[config.mk]
export PLATFORM = sky130hd
export DESIGN_NAME = instr_fetch
export DESIGN_NICKNAME = d
export VERILOG_FILES = /design/src/rtl/instr_fetch.sv
export SDC_FILE = /design/constraint.sdc
export NUM_CORES = 1
export LEC_CHECK = 0
export ABC_AREA = 1
export BUFFER_PORTS_ARGS = -buffer_cell sky130_fd_sc_hd__buf_2
export CAP_MARGIN = 20
export CORE_MARGIN = 1
export CORE_UTILIZATION = 40
export DETAILED_ROUTE_END_ITERATION = 7
export GPL_TIMING_DRIVEN = 0
export PLACE_DENSITY_LB_ADDON = 0.1
export RECOVER_POWER = 100
export REMOVE_ABC_BUFFERS = 1
export SETUP_SLACK_MARGIN = 0.02
export SLEW_MARGIN = 10
export SYNTH_ARGS = -nofsm -noshare
export SYNTH_HDL_FRONTEND = slang
export SYNTH_SLANG_ARGS = --single-unit
[constraint.sdc]
create_clock -name clk -period 3.61 [get_ports clk]
set_input_delay 0.722 -clock clk [delete_from_list [all_inputs] [get_ports clk]]
set_output_delay 0.722 -clock clk [all_outputs]
set_load 0.01 [all_outputs]
[src/rtl/instr_fetch.sv]
// Fetch stage: owns the PC, issues synchronous ROM reads and buffers returned
// words in a 2-entry FIFO that feeds decode over a valid/ready handshake.
module instr_fetch #(
  parameter int unsigned       AWIDTH   = 16,
  parameter int unsigned       DWIDTH   = 16,
  parameter logic [AWIDTH-1:0] RESET_PC = '0
) (
  input  logic              clk,
  input  logic              rst,
  output logic              rom_en,
  output logic [AWIDTH-1:0] rom_addr,
  input  logic [DWIDTH-1:0] rom_dout,
  input  logic              redirect_valid,
  input  logic [AWIDTH-1:0] redirect_pc,
  output logic              out_valid,
  input  logic              out_ready,
  output logic [DWIDTH-1:0] out_instr,
  output logic [AWIDTH-1:0] out_pc
);

  logic [AWIDTH-1:0] pc_q, pc_d;
  logic              inflight_q, inflight_d;
  logic [AWIDTH-1:0] inflight_pc_q, inflight_pc_d;
  logic [1:0]        count_q, count_d;
  // Slot 0 is always the head; slot 1 only holds data when count is 2.
  logic [DWIDTH-1:0] instr_q [2];
  logic [DWIDTH-1:0] instr_d [2];
  logic [AWIDTH-1:0] epc_q [2];
  logic [AWIDTH-1:0] epc_d [2];

  logic       pop;
  logic       push;
  logic       issue;
  logic [2:0] occ;

  always_comb begin
    pop   = (count_q != 2'd0) & out_ready;
    push  = inflight_q;
    occ   = {1'b0, count_q} + {2'b00, inflight_q};
    // Occupancy counts both buffered and outstanding words, so the FIFO never overflows.
    issue = !rst & !redirect_valid & ((occ - {2'b00, pop}) < 3'd2);

    pc_d          = issue ? pc_q + AWIDTH'(1) : pc_q;
    inflight_d    = issue;
    inflight_pc_d = issue ? pc_q : inflight_pc_q;
    instr_d       = instr_q;
    epc_d         = epc_q;
    count_d       = count_q - {1'b0, pop} + {1'b0, push};

    if (pop) begin
      if (count_q == 2'd2) begin
        instr_d[0] = instr_q[1];
        epc_d[0]   = epc_q[1];
        if (push) begin
          instr_d[1] = rom_dout;
          epc_d[1]   = inflight_pc_q;
        end
      end else if (push) begin
        instr_d[0] = rom_dout;
        epc_d[0]   = inflight_pc_q;
      end
    end else if (push) begin
      if (count_q == 2'd0) begin
        instr_d[0] = rom_dout;
        epc_d[0]   = inflight_pc_q;
      end else begin
        instr_d[1] = rom_dout;
        epc_d[1]   = inflight_pc_q;
      end
    end

    // Flush: any returning word and buffered entries belong to the wrong path.
    if (redirect_valid) begin
      pc_d       = redirect_pc;
      inflight_d = 1'b0;
      count_d    = 2'd0;
    end
  end

  always_ff @(posedge clk) begin
    if (rst) begin
      pc_q          <= RESET_PC;
      inflight_q    <= 1'b0;
      inflight_pc_q <= '0;
      count_q       <= 2'd0;
      instr_q[0]    <= '0;
      epc_q[0]      <= '0;
    end else begin
      pc_q          <= pc_d;
      inflight_q    <= inflight_d;
      inflight_pc_q <= inflight_pc_d;
      count_q       <= count_d;
      instr_q[0]    <= instr_d[0];
      epc_q[0]      <= epc_d[0];
    end
    instr_q[1] <= instr_d[1];
    epc_q[1]   <= epc_d[1];
  end

  assign rom_en    = issue;
  assign rom_addr  = pc_q;
  assign out_valid = (count_q != 2'd0);
  assign out_instr = instr_q[0];
  assign out_pc    = epc_q[0];

endmodule

==> metrics.csv, run 1 <==
stage,metric,value,unit
grt,antenna violations before repair,0,
clock_network,clock tree from TritonCTS,built,
logic_synthesis,syn_area_per_cell,8.18,µm²
critical_path,Top Family by Delay on Critical Path,buffers and inverters,
grt,vias in the first global route,3186,
timing,relative slew slack,-14.9,%
timing,Clock Skew,0.0100,ns
timing,fmax,290,MHz
logic_synthesis,Synth async-reset ratio,0,%
logic_synthesis,Post-synth top flop,dfxtp_1,
critical_path,CP Cell Sequence,clkbuf_1 -> inv_2 -> nor2_4 -> buf_16 -> inv_12 -> nand2_1 -> ha_1 -> fa_1 -> nor2_4 -> nand2_8 -> inv_16 -> clkbuf_1,
floorplan,DIE AREA,11600,µm²
routing,DRC violations left,0,
clock_network,Clock Latency Late Sink,0.36,ns
routing,"antenna viol nets, final",0,
layout,Final nets,630,
timing,Pins Over Slew Limit,18,
layout,share of cells above drive strength 1,9.56,%
outcome,status,"complete, but fails checks",
power_and_ir_drop,power per cell area,428,nW/µm²
logic_synthesis,Yosys top cell by area,dfxtp_1,
logic_synthesis,Synth Instances,546,
routing,vias,3549,
placed_design,port bufs,85,
timing,fin crit share,95.5,%
layout,Layout fillers,1140,
power_and_ir_drop,VDD IR-drop max,0.000155,V
layout,"Core Util, Final",45.4,%
timing,measured slew at the worst slew-check pin,1.72,ns
critical_path,WS Path Type,in -> out,
clock_network,hold buffer count at CTS,0,
logic_synthesis,post-synth top area share,30.0,%
grt,global-route wire length before repair,16000,µm
floorplan,site row count,38,
critical_path,Worst EP arrival,2.72,ns
floorplan,Die Y-Extent,108,µm
timing,"Min Clock Period, post-route",3.45,ns
timing,hold_ws,0.442,ns
grt,largest net degree at the start of global routing,53,
floorplan,Starting Density,41.2,%
logic_synthesis,most frequent cells after synthesis,"116 x nand2_1, 67 x dfxtp_1, 61 x nor2_1",
routing,vias per cell,4.82,
clock_network,clk root buf,clkbuf_8,
layout,fin area,4920,µm²
logic_synthesis,Yosys Warn Count,0,
critical_path,Worst path max stage delay,0.51,ns
floorplan,core area,10800,µm²
power_and_ir_drop,Lkg Pwr,1.96,nW
critical_path,r2r setup slk,0.66,ns
clock_network,CTS Buffer Depth,2,
logic_synthesis,"EDFF count, synth",32,
critical_path,crit start category,input pin,
layout,area grow syn2layout,10.2,%
logic_synthesis,post-synthesis sequential area ratio,51.6,%
clock_network,CTS buffer count,9,
clock_network,H-tree Lvls,3,
logic_synthesis,post-synthesis cell area,4460,µm²
hold_path,Hold Path Class,reg -> reg,
grt,all-layer global routing usage,17.9,%
logic_synthesis,Yosys cell types,32,
logic_synthesis,ranking of synthesized cells by area,"dfxtp_1 30%, edfxtp_1 22%, nand2_1 9.8%, a21oi_1 6.3%, o21ai_0 6.3%",
timing,Hold Fails Final Rpt,0,
outcome,failing checks,"capacitance limit, slew limit",
timing,RSZ-0062 raised after global routing,no,
routing,Detailed Route WL,10000,µm
logic_synthesis,most common cell in the netlist,nand2_1,
job,max-cap viol count,1,
placed_design,HPWL Detailed,6370,µm
critical_path,crit path max fanout,30,
clock_network,Sinks on Clock Net,99,
critical_path,crit path capture type,output port,
floorplan,Die X-Extent,108,µm
critical_path,Worst EP required,2.89,ns
logic_synthesis,"FF+latch count, synth",99,
critical_path,"Slowest-stage cell, CP",fa_1,
floorplan,IO Count,86,
routing,Iteration-0 DRC Markers,185,
grt,GR Overflow Total,0,
routing,DR WL/cell,13.6,µm
routing,DR pass1 iterations,4,
layout,ant diodes,0,
critical_path,Buffers & Inverters on Critical Path,6,
clock_network,clk slew on worst S/H paths,0.09,ns
placed_design,Post-DP Area,4810,µm²
timing,Final setup viols,0,
placed_design,Final Wtd Congestion,0.746,
==> flip-flops by register name (all words and copies together), names as in the netlist <==
name,flops
count_q,2
inflight_pc_q,16
inflight_q,1
out_instr,16
instr_q,16
rom_addr,16
out_pc,16
epc_q,16
==> through the flow <==
| step | worst slack, ns | std cells | TNS, ns | power, W |
|---|---|---|---|---|
| after detailed placement | -0.845 | 717 | -6.63 | 0.00152 |
| after floorplan | -0.380 | 488 | -0.445 | 0.00140 |
| final | 0.164 | 736 | 0 | 0.00211 |
| after CTS | 0.0595 | 736 | 0 | 0.00215 |
| after global placement | -1.96 | 713 | -58.67 | 0.00150 |
| after global routing | 0.0217 | 736 | 0 | 0.00222 |
==> power by group <==
part	switching (W)	leakage, nW	internal (W)	total, W
registers	0.0000401	0.839	0.00120	0.00124
logic	0.000153	1.04	0.0000899	0.000243
clock network	0.000359	0.0829	0.000263	0.000621
total	0.000552	1.96	0.00155	0.00211
==> repair_timing <==
action | 4_1_cts | 5_1_grt
pin swaps | 3 | 1
gates resized for setup | 11 | 4
cloned | 1 | 0
buffers inserted | 2 | 0
setup endpoints to repair | 2 | 1
==> layout make-up <==
cell class / instances / area, µm² / area share, %
multi-input cells: 346 / 1640 / 33.2
clock inverters: 4 / 16.3 / 0.331
well taps: 140 / 175 / 3.56
flip-flops and latches: 99 / 2300 / 46.8
repair buffers: 91 / 438 / 8.90
clock buffers: 12 / 145 / 2.95
inverters: 44 / 206 / 4.20
==> per-layer routing <==
| layer | track usage, % | part of all wire [%] |
|---|---|---|
| met1 | 24.7 | 49 |
| met2 | 28.2 | 46 |
| met3 | 3.33 | 4.8 |
| met4 | 5.58 | 0.78 |
| met5 | 0 | 0 |
==> kinds of logic after synthesis <==
kind of cell | count (synthesis) | share of synthesized area (%)
XOR/XNOR | 2 | 0.392
AND/OR/NAND/NOR | 217 | 20.1
flip-flops | 99 | 51.6
AO/OA/AOI/OAI | 123 | 14.5
adder cells (fa/ha/maj) | 3 | 1.01
buffers and inverters | 102 | 12.4
==> placed cells by master, fill, tap and decap left out, types with 2 or more instances in the layout <==
master | Yosys | routed
a21oi_1 | 56 | 56
a22oi_1 | 2 | 2
buf_16 | 0 | 2
buf_2 | 12 | 23
clkbuf_1 | 9 | 66
clkbuf_8 | 0 | 10
clkinv_1 | 0 | 3
dfxtp_1 | 67 | 66
edfxtp_1 | 32 | 32
ha_1 | 2 | 2
inv_1 | 37 | 38
inv_2 | 6 | 3
nand2_1 | 116 | 115
nand2_2 | 1 | 2
nand2_4 | 2 | 2
nand3_1 | 29 | 29
nand4_1 | 2 | 2
nor2_1 | 61 | 61
nor2_2 | 3 | 2
nor2_4 | 1 | 2
o21ai_0 | 56 | 59
o21bai_1 | 2 | 2
==> path summary, 6_finish.rpt <==
| check | start | end | cells past startpoint |
|---|---|---|---|
| worst max register to register | count_q[0] | instr_q[5] | 4 |
| worst min register to register | inflight_pc_q[12] | epc_q[12] | 0 |
| worst max-delay path | out_ready | rom_en | 12 |
| worst min-delay path | inflight_pc_q[12] | epc_q[12] | 0 |
Power figures use the tool's default switching activity.
==> inputs of run 2 (changes only) <==
==> constraint.sdc (replaced) <==
create_clock -name clk -period 3.61 [get_ports clk]
set_input_delay 0 -clock clk [delete_from_list [all_inputs] [get_ports clk]]
set_output_delay 0 -clock clk [all_outputs]
set_load 0.01 [all_outputs]
==> metrics.csv, run 2 (synthesized netlist as in run 1, its figures left out) <==
stage,metric,value,unit
outcome,status,"complete, but fails checks",
outcome,failing checks,"capacitance limit, slew limit",
layout,"commonest non-fill, non-tap cell in the layout",nand2_1,
critical_path,Reg-to-Reg End,rom_addr[7],
clock_network,CTS Buffer Depth,2,
floorplan,Die X-Extent,108,µm
critical_path,FF-to-FF path depth,15,
critical_path,crit start category,input pin,
timing,measured slew at the worst slew-check pin,1.70,ns
placed_design,HPWL Detailed,6370,µm
clock_network,clk slew on worst S/H paths,0.09,ns
clock_network,clk root buf,clkbuf_8,
grt,global-route wire length before repair,16100,µm
placed_design,placed cell count,717,
timing,fmax,316,MHz
critical_path,Worst EP required,3.61,ns
routing,DRC violations left,0,
floorplan,IO Count,86,
grt,GR Overflow Total,0,
timing,Final setup viols,0,
hold_path,Hold Path Depth,3,
hold_path,Hold Startpoint,redirect_pc[0],
floorplan,site row count,38,
layout,Layout fillers,1118,
critical_path,Worst R2R Start,count_q[0],
routing,vias,3650,
power_and_ir_drop,Lkg Pwr,2.08,nW
critical_path,WS Path Type,in -> out,
clock_network,H-tree Lvls,3,
layout,share of cells above drive strength 1,7.81,%
timing,RSZ-0062 raised after global routing,no,
critical_path,r2r setup slk,0.58,ns
grt,vias in the first global route,3252,
layout,Final nets,661,
grt,antenna violations before repair,0,
placed_design,Final Wtd Congestion,0.746,
hold_path,Hold Path Class,in -> reg,
layout,"Core Util, Final",47.9,%
floorplan,Die Y-Extent,108,µm
timing,total negative setup slack,0,ns
layout,fin area,5190,µm²
clock_network,CTS buffer count,9,
grt,largest net degree at the start of global routing,53,
floorplan,Starting Density,41.2,%
routing,Iteration-0 DRC Markers,193,
layout,most frequent cells in the layout,"116 x nand2_1, 67 x dfxtp_1, 66 x clkbuf_1",
routing,Detailed Route WL,9970,µm
grt,all-layer global routing usage,17.8,%
floorplan,core area,10800,µm²
routing,DR WL/cell,13.0,µm
timing,Clock Skew,0.00996,ns
timing,"Min Clock Period, post-route",3.16,ns
routing,DR pass1 iterations,4,
clock_network,clock tree from TritonCTS,built,
timing,Pins Over Slew Limit,71,
hold_path,Hold Path End,rom_addr[0],
placed_design,Post-DP Area,4810,µm²
layout,ant diodes,0,
routing,"antenna viol nets, final",0,
timing,relative slew slack,-13.6,%
placed_design,port bufs,85,
layout,area grow syn2layout,16.2,%
clock_network,Clock Latency Late Sink,0.35,ns
floorplan,DIE AREA,11600,µm²
power_and_ir_drop,power per cell area,408,nW/µm²
critical_path,crit path capture type,output port,
clock_network,Sinks on Clock Net,99,
critical_path,Worst EP arrival,3.16,ns
job,max-cap viol count,2,
power_and_ir_drop,VDD IR-drop max,0.000155,V
timing,Hold Fails Final Rpt,0,
layout,non-filler cells in the finished layout,767,
routing,vias per cell,4.76,
critical_path,crit path max fanout,52,
timing,fin crit share,87.6,%
==> run 2: cell count changes in the layout (fill, tap and decap cells not counted), moves of 2 or more <==
cell,delta
dlygate4sd3_1,+32
inv_1,+3
inv_2,-3
inv_4,+2
==> run 2: metrics by stage <==
| stage | hold slack (ns) | worst slack (ns) | total power [W] |
|---|---|---|---|
| detailed placement | 0.198 | 0.0418 | 0.00152 |
| global route | 0.00655 | 0.161 | 0.00224 |
| CTS | 0.0345 | 0.0307 | 0.00217 |
| global placement | 0.194 | -1.03 | 0.00150 |
| floorplan | 0.0691 | 0.343 | 0.00140 |
| finish | 0.0227 | 0.446 | 0.00212 |
==> run 2: what timing repair did <==
action | in CTS | in global routing
gates resized for setup | 1 | 2
setup buffers | 0 | 2
hold buffers | 32 | 0
pin swaps | 0 | 1
endpoints found under the hold margin | 47 | 0
setup endpoints to repair | 2 | 5
==> run 2: worst max-delay path: stages <==
cell           delay, ns
dlygate4sd3_1       0.53
clkbuf_1            0.33
inv_1               1.28
nand2_4             0.11
nor2_4              0.17
nand2_4             0.21
inv_4               0.31
clkbuf_1            0.19
==> run 2: power breakdown <==
part | switching [W] | internal [W] | total [W]
sequential | 0.0000398 | 0.00120 | 0.00124
clock | 0.000351 | 0.000263 | 0.000614
combinational | 0.000153 | 0.000110 | 0.000263
total | 0.000544 | 0.00157 | 0.00212
==> run 2: final cells by class <==
cell class	instances	area, µm²	area share [%]
repair buffers	123	761	14.7
inverters	44	183	3.52
clock buffers	12	145	2.80
well taps	140	175	3.38
clock inverters	4	16.3	0.314
multi-input cells	345	1610	30.9
flip-flops and latches	99	2300	44.4
==> run 2: routing by layer <==
metal / vias up / wire (µm) / GRT usage, %
li1: 1901 / - / -
met1: 1656 / 4930 / 24.3
met2: 86 / 4500 / 28.4
met3: 7 / 440 / 3.33
met4: 0 / 93 / 5.58
met5: - / 0 / 0
==> run 2: worst max path at each step <==
stage	from	end	slack, ns	cells past startpoint
after CTS	count_q[1]	rom_en	0.03	11
after detailed placement	count_q[1]	rom_addr[6]	0.04	14
after global routing	rst	rom_en	0.16	8
after global placement	count_q[1]	rom_addr[6]	-1.03	13
final	rst	rom_en	0.45	8
after floorplan	count_q[1]	rom_addr[7]	0.34	13
==> inputs of run 3 (changes only) <==
--- a/config.mk
+++ b/config.mk
@@ -5,7 +5,7 @@
 export SDC_FILE = /design/constraint.sdc
 export NUM_CORES = 1
 export LEC_CHECK = 0
-export ABC_AREA = 1
+export ABC_AREA = 0
 export BUFFER_PORTS_ARGS = -buffer_cell sky130_fd_sc_hd__buf_2
 export CAP_MARGIN = 20
 export CORE_MARGIN = 1
==> metrics.csv, run 3 <==
stage,metric,value,unit
outcome,status,"complete, no violations",
floorplan,IO Count,86,
timing,Clock Skew,0.0154,ns
routing,Detailed Route WL,10600,µm
grt,all-layer global routing usage,19.6,%
critical_path,Worst EP arrival,3.34,ns
critical_path,crit path capture type,flip-flop,
timing,Pins Over Slew Limit,0,
power_and_ir_drop,Lkg Pwr,1.70,nW
logic_synthesis,most frequent cells after synthesis,"74 x nand2_1, 67 x dfxtp_1, 40 x nand3_1",
grt,global-route wire length before repair,17400,µm
hold_path,Hold Path Depth,4,
hold_path,Hold Path End,rom_addr[9],
critical_path,r2r setup slk,0.47,ns
logic_synthesis,post-synthesis cell area,4320,µm²
layout,fin area,5090,µm²
clock_network,CTS Buffer Depth,2,
layout,"commonest non-fill, non-tap cell in the layout",nand2_1,
logic_synthesis,ranking of synthesized cells by area,"dfxtp_1 31%, edfxtp_1 22%, a311oi_1 7.5%, nand2_1 6.4%, buf_4 5.6%",
critical_path,CP Cell Sequence,nor2b_4 -> clkbuf_1 -> buf_16 -> o21a_4 -> or2_1 -> buf_8 -> a311oi_1,
routing,vias per cell,5.40,
timing,fin crit share,87.0,%
critical_path,Worst path max stage delay,0.70,ns
placed_design,Setup WS pre-CTS,-0.693,ns
timing,measured slew at the worst slew-check pin,0.801,ns
critical_path,Worst R2R Start,count_q[1],
routing,vias,3578,
critical_path,crit start category,flip-flop,
grt,GR Overflow Total,0,
floorplan,Die Y-Extent,106,µm
hold_path,Hold Startpoint,redirect_pc[9],
logic_synthesis,post-synthesis sequential area ratio,53.3,%
clock_network,H-tree Lvls,3,
logic_synthesis,"EDFF count, synth",32,
routing,Iteration-0 DRC Markers,206,
logic_synthesis,post-synth top area share,31.1,%
floorplan,Starting Density,41.6,%
routing,DR WL/cell,16.0,µm
job,max-cap viol count,0,
logic_synthesis,Yosys cell types,41,
timing,RSZ-0062 raised after global routing,no,
layout,area grow syn2layout,18.0,%
clock_network,clk slew on worst S/H paths,0.09,ns
layout,Layout fillers,1074,
power_and_ir_drop,VDD IR-drop max,0.000216,V
timing,relative slew slack,46.6,%
routing,DRC violations left,0,
routing,DR pass1 iterations,4,
logic_synthesis,Post-synth top flop,dfxtp_1,
floorplan,Die X-Extent,106,µm
hold_path,Hold Path Class,in -> reg,
timing,final worst slack,0.470,ns
logic_synthesis,"FF+latch count, synth",99,
logic_synthesis,Yosys Warn Count,0,
logic_synthesis,Synth Instances,454,
clock_network,clk root buf,clkbuf_8,
power_and_ir_drop,power per cell area,447,nW/µm²
clock_network,CTS buffer count,9,
placed_design,Post-DP Area,4610,µm²
timing,Hold Fails Final Rpt,0,
timing,Final setup viols,0,
clock_network,Clock Latency Late Sink,0.36,ns
logic_synthesis,Yosys top cell by area,dfxtp_1,
critical_path,WS Path Type,reg -> reg,
grt,vias in the first global route,3416,
critical_path,"Slowest-stage cell, CP",or2_1,
placed_design,port bufs,85,
placed_design,Final Wtd Congestion,0.760,
critical_path,Worst EP required,3.81,ns
critical_path,crit path max fanout,33,
critical_path,FF-to-FF path depth,7,
logic_synthesis,Synth async-reset ratio,0,%
logic_synthesis,most common cell in the netlist,nand2_1,
timing,"Min Clock Period, post-route",3.14,ns
clock_network,Sinks on Clock Net,99,
critical_path,Reg-to-Reg End,out_instr[8],
layout,Final nets,561,
floorplan,site row count,37,
grt,antenna violations before repair,0,
clock_network,clock tree from TritonCTS,built,
placed_design,HPWL Detailed,6110,µm
layout,most frequent cells in the layout,"72 x nand2_1, 67 x dfxtp_1, 65 x clkbuf_1",
layout,share of cells above drive strength 1,9.30,%
logic_synthesis,syn_area_per_cell,9.51,µm²
floorplan,DIE AREA,11200,µm²
timing,fmax,318,MHz
floorplan,core area,10400,µm²
grt,largest net degree at the start of global routing,68,
timing,hold_ws,0.161,ns
routing,"antenna viol nets, final",0,
layout,ant diodes,0,
==> run 3: timing repair <==
item,in CTS,in global routing
endpoints found under the setup margin,24,2
hold buffers,34,0
hold endpoints to repair,49,0
gates resized for setup,3,3
setup buffers,1,0
pin swaps,0,1
==> run 3: kinds of logic after synthesis <==
kind of cell	synth area share, %
flip-flops	53.3
buffers and inverters	9.54
AO/OA/AOI/OAI	13.9
AND/OR/NAND/NOR	20.4
XOR/XNOR	1.80
adder cells (fa/ha/maj)	1.04
==> run 3: per-stage QoR <==
| stage | TNS (ns) | instances | total power (W) | util (%) |
|---|---|---|---|---|
| floorplan | -28.83 | 388 | 0.00139 | - |
| global placement | -180.43 | 609 | 0.00151 | 43.8 |
| detailed placement | -10.92 | 612 | 0.00151 | 44.5 |
| CTS | 0 | 663 | 0.00232 | 50.0 |
| global route | 0 | 663 | 0.00238 | 49.1 |
| finish | 0 | 663 | 0.00228 | 49.1 |
==> run 3: worst max-delay path by stage <==
stage / start / end / slack [ns] / cells after the start
2_1_floorplan: count_q[1] / rom_addr[6] / -1.12 / 8
3_3_place_gp: count_q[1] / rom_addr[6] / -3.73 / 8
3_5_place_dp: count_q[1] / rom_addr[6] / -0.69 / 8
4_1_cts: count_q[1] / rom_en / 0.19 / 9
5_1_grt: count_q[1] / rom_addr[14] / 0.20 / 9
6_report: count_q[1] / out_instr[8] / 0.47 / 7
==> run 3: metal layers <==
layer / global-route usage, % / vias to the layer above / wire (µm)
li1: - / 1760 / -
met1: 26.5 / 1694 / 5020
met2: 32.1 / 115 / 4850
met3: 3.15 / 9 / 607
met4: 6.05 / 0 / 93
met5: 0 / - / 0
==> run 3: area by class of cell <==
cell class,count,area (µm²),share of cell area (%)
Timing Repair Buffer,123,741,14.5
Clock inverter,6,88.8,1.74
Tap cell,136,170,3.34
Sequential cell,99,2300,45.2
Multi-Input combinational cell,279,1620,31.9
Clock buffer,10,128,2.51
Inverter,10,40.0,0.786
==> run 3: critical path: cells and delay by family, from the launching register on <==
| kind | cells | cell delay [ns] |
|---|---|---|
| and+or+nand+nor | 2 | 0.93 |
| DFF | 1 | 0.45 |
| AOI/OAI and AO/OA | 2 | 0.53 |
| buffers and inverters | 3 | 1.08 |
==> run 3: report_power, final <==
group | switching [W] | internal, W
Combinational | 0.000151 | 0.000111
Clock | 0.000382 | 0.000394
Sequential | 0.0000426 | 0.00120
Total | 0.000575 | 0.00170
